==> src/rtl/id_exe_elastic_queue.sv <==
// id_exe_elastic_queue: DEPTH-entry elastic ID->EXE queue with flush/freeze/bubble handling and bubble statistics
module id_exe_elastic_queue #(
  parameter int DATA_W = 32,
  parameter int CTRL_W = 8,
  parameter int DEPTH  = 4,
  parameter int CNT_W  = 16
) (
  input  logic                         clk,
  input  logic                         rst,
  input  logic                         flush,
  input  logic                         freeze,
  input  logic                         hazard_detected,
  input  logic                         in_valid,
  output logic                         in_ready,
  input  logic [DATA_W-1:0]            in_data,
  input  logic [CTRL_W-1:0]            in_ctrl,
  output logic                         out_valid,
  input  logic                         out_ready,
  output logic [DATA_W-1:0]            out_data,
  output logic [CTRL_W-1:0]            out_ctrl,
  output logic [$clog2(DEPTH+1)-1:0]   count,
  output logic [CNT_W-1:0]             bubble_cnt
);
  localparam int PW = DEPTH > 1 ? $clog2(DEPTH) : 1;
  localparam int CW = $clog2(DEPTH+1);
  logic [DATA_W+CTRL_W-1:0] mem [DEPTH];
  logic [PW-1:0] wr_ptr, rd_ptr;
  logic push, pop, bubble;
  function automatic logic [PW-1:0] inc(input logic [PW-1:0] p);
    return p == PW'(DEPTH-1) ? '0 : p + 1'b1;
  endfunction
  // freeze reaches push, pop and bubble only through in_ready/pop gating
  always_comb begin
    in_ready = !freeze && count < CW'(DEPTH);
    push = in_valid && in_ready && !hazard_detected && !flush;
    pop = out_valid && out_ready && !freeze && !flush;
    bubble = in_valid && in_ready && hazard_detected && !flush;
    out_valid = count != '0;
    {out_ctrl, out_data} = out_valid ? mem[rd_ptr] : '0;
  end
  always_ff @(posedge clk or negedge rst)
    if (!rst) begin
      wr_ptr <= '0;
      rd_ptr <= '0;
      count <= '0;
      bubble_cnt <= '0;
    end else begin
      if (flush) begin
        wr_ptr <= '0;
        rd_ptr <= '0;
        count <= '0;
      end else begin
        wr_ptr <= push ? inc(wr_ptr) : wr_ptr;
        rd_ptr <= pop ? inc(rd_ptr) : rd_ptr;
        count <= count + CW'(push) - CW'(pop);
      end
      if (bubble && bubble_cnt != '1) bubble_cnt <= bubble_cnt + 1'b1;
    end
  always_ff @(posedge clk)
    if (push) mem[wr_ptr] <= {in_ctrl, in_data};
  always_ff @(posedge clk)
    if (rst) assert (!(push && count == CW'(DEPTH)));
endmodule

==> config.mk <==
export PLATFORM = sky130hd
export DESIGN_NAME = id_exe_elastic_queue
export DESIGN_NICKNAME = d
export VERILOG_FILES = /design/src/rtl/id_exe_elastic_queue.sv
export SDC_FILE = /design/constraint.sdc
export NUM_CORES = 1
export LEC_CHECK = 0
export BUFFER_PORTS_ARGS = -buffer_cell sky130_fd_sc_hd__buf_2
export CAP_MARGIN = 20
export CORE_MARGIN = 1.5
export CORE_UTILIZATION = 40
export CTS_BUF_LIST = sky130_fd_sc_hd__clkbuf_4 sky130_fd_sc_hd__clkbuf_8
export CTS_CLUSTER_SIZE = 40
export DETAILED_ROUTE_END_ITERATION = 7
export GPL_TIMING_DRIVEN = 0
export PLACE_DENSITY_LB_ADDON = 0.1
export SYNTH_ARGS = -nofsm -noshare
export SYNTH_HDL_FRONTEND = slang
export SYNTH_SLANG_ARGS = --single-unit
==> constraint.sdc <==
create_clock -name clk -period 6.92 [get_ports clk]
set_clock_uncertainty 0.15 [all_clocks]
set_input_delay 0.692 -clock clk [delete_from_list [all_inputs] [get_ports clk]]
set_output_delay 0.692 -clock clk [all_outputs]
set_load 0.1 [all_outputs]
==> summary.md <==
| Metric | Value |
|---|---|
| Sequential power share | 0.506 |
| Die Height | 137.7 um |
| Post-CTS Resized | 0 |
| Routed WL | between 10000 and 15000 um |
| CTS root buffer | clkbuf_8 |
| F_max | 284.5 MHz |
| Setup-failing EPs final | 0 |
| Least-Margin Pin Slew | 0.9185 ns |
| Drt drc | 0 |
| DP HPWL | 8979 um |
| Worst EP required | 6.08 ns |
| Switch Pwr | 0.8041 mW |
| Outcome | finished, final reports clean |
| Endpoints failing hold | 0 |
| Avg Inst Size Synth | about 20 um2 |
| Max-Cap Viols | 0 |
| Critical path's top delay family | simple AND/OR/NAND/NOR gates |
| Initial Utilization | 0.4056 |
| Type of the worst setup path | flip-flop to output pin |
| Post-synthesis cell type count | 32 |
| Remaining Overflow, GRT | 0 |
| Leakage | just over 3 nW |
| Synth Warn # | 0 |
| Arrival @ worst endpoint | around 2.7 ns |
| CP max-delay cell | nor3_1 |
| 1st-iter DRT viols | ~180 |
| Worst-Skew Late Latency | 0.44 ns |
| Post-synthesis register bit count | approximately 180 |
| Worst path max stage delay | 0.77 ns |
| CP max FO | 10 |
| Hold Path Class | input port to asynchronous set/reset pin |
| Core area | 17900 um2 |
| All-Layer GR Usage | 0.1595 |
| Layout Area Growth over Synthesis | 17.95% |
| Synth Cell Area | 7262 um2 |
| Number of global-route vias before repair | between 3k and 4k |
| Clk pwr share | 0.292 |
| Max rail drop VDD | approximately 0.00022 V |
| P_int | 1.639 mW |
| Port Buffers | 107 |
| Largest net degree at the start of global routing | 26 |
| Die W | about 140 um |
| Vias per cell | slightly above 5 |
| RSZ-0062 raised after global routing | false |
| Slew margin rel. | 0.3830 |
| Std cell rows | 49 |
| Utilization after layout | 0.4785 |
| Register area share after synthesis | 0.7409 |
| EDFF count, synth | 160 |
| Slew Viols, Final | 0 |
| Initial antenna violation count | 1 |
| Clock Tree Buf Depth | 2 |
| Fin Setup TNS | 0 ns |
| Gate power share | 0.202 |
| Clock transition at the registers of the reported paths | 0.09 ns |
| Fraction of layout cells with a size suffix above 1 | 0.3794 |
| Top-level port count | 108 |
| Crit path time final | 3.515 ns |
| CP cell instances | nor3_1, clkbuf_1, nor2b_1, buf_2 |
| WP buf/inv | 2 |
| CTS tree | yes |
| Most common cell after layout, fill and taps aside | edfxtp_1 |
| Clk sinks | approximately 180 |
| CP Launch Type | flip-flop |
| Cells after Synth | about 370 |
| Cts hold-fix bufs | 0 |
| Final ANT Viol Nets | 0 |
| Final #Nets | 557 |
| Wire per inst | 18.87 um |
| Global-route wire length before repair | 21670 um |
| DRT Pass-1 Iters | 4 |
| Htree depth | 4 |
| Final worst-path cycle share | 0.5080 |
| Die area | about 19000 um2 |
| Final Wtd Congestion | 0.7515 |
| Via count | approximately 3.8k |
| Setup bufs post-CTS | 0 |
| Most frequent cells in the layout | 160 x edfxtp_1, 112 x buf_2, 42 x nor2b_1, 40 x mux4_2, 23 x dfrtp_1 |
| Synth async-reset ratio | 0.1257 |
| Switching share of total power | 0.3291 |
| PwrDens | 285.3 nW/um2 |
| Main synth FF type | edfxtp_1 |
| Inserted Clock Buffers | 17 |
| Setup crit end kind | output pin |
| Syn nets | 427 |
-- power by group through the flow --
stage | clock (mW) | combinational [mW] | sequential (mW)
after detailed placement | 0 | 0.501 | 1.26
after floorplan | 0 | 0.314 | 1.35
after CTS | 0.738 | 0.501 | 1.24
final | 0.713 | 0.495 | 1.24
after global routing | 0.773 | 0.518 | 1.24
after global placement | 0 | 0.496 | 1.26
-- metrics by stage --
stage	setup slack, ns	instance area (um2)	cells	total power [mW]	hold slack (ns)
2_1_floorplan	3.267	7262	371	1.660	0.2464
3_3_place_gp	2.775	8084	707	1.757	0.3339
3_5_place_dp	3.790	8169	711	1.762	0.3403
4_1_cts	3.303	8563	743	2.476	0.05634
5_1_grt	3.210	8563	743	2.530	0.07526
6_report	3.405	8566	744	2.444	0.06841
-- cells by family (layout without fill, tap and decap cells) --
logic type,count (synthesis),after routing,share of synthesized area
xor+xnor,17,17,0.02050
other cells,0,1,0
fa+ha+maj,9,9,0.01654
buf+inv,22,165,0.01223
mux,44,44,0.1297
simple gates,94,94,0.07874
compound gates,2,2,0.001377
flops,183,183,0.7409
-- path summary, 6_finish.rpt --
check	from	endpoint	slack, ns	depth (start not counted)
hold reg to reg	bubble_cnt[15]	bubble_cnt[15]	0.35	1
setup reg to reg	count[1]	count[2]	3.84	10
max in group asynchronous	rst	wr_ptr[1]	6.18	1
setup / recovery	count[1]	out_data[20]	3.40	4
hold / removal	rst	bubble_cnt[15]	0.07	1
min in group clk	in_ctrl[5]	mem[3][37]	0.30	1
-- state kept, by name (all words and copies together), names as in the netlist --
signal      count
rd_ptr          2
count           3
bubble_cnt     16
mem           160
wr_ptr          2
-- synth_stat cells, drive strengths merged (6+ instances only) --
cell type / instances / area share
xor2: 10 / 0.012
ha: 8 / 0.014
buf: 9 / 0.0055
mux4: 40 / 0.12
dfrtp: 23 / 0.079
clkbuf: 7 / 0.0036
nor2: 12 / 0.0062
inv: 6 / 0.0031
nor2b: 42 / 0.036
edfxtp: 160 / 0.66
nand4: 6 / 0.0052
nor3: 9 / 0.0062
xnor2: 7 / 0.0084
-- routing by layer --
metal | share of wire | GRT usage
met2 | 0.49 | 0.2569
met3 | 0.051 | 0.04489
met5 | 0 | 0
met4 | 0.014 | 0.05382
met1 | 0.45 | 0.2092
-- worst register-to-register path, cell delays in order, from the launching register on --
cell and delay (ns):
dfrtp_1 0.45, nor3_1 0.77, nor3b_1 0.26, nor2b_1 0.22, ha_1 0.30, inv_1 0.05, ha_1 0.13, inv_1 0.05
fa_1 0.37, xnor2_1 0.16, nor2_1 0.05
-- area by class of cell --
class | count | area [um2]
fill | 1596 | 9336
sequential | 183 | 5380
multi-input combinational | 166 | 1798
timing repair buffer | 111 | 615.6
tap | 229 | 286.5
clock buffer | 19 | 249.0
clock inverter | 13 | 145.1
buffer | 16 | 66.31
inverter | 6 | 22.52
antenna | 1 | 2.502
Note: power is estimated with default switching activity, not from simulation.
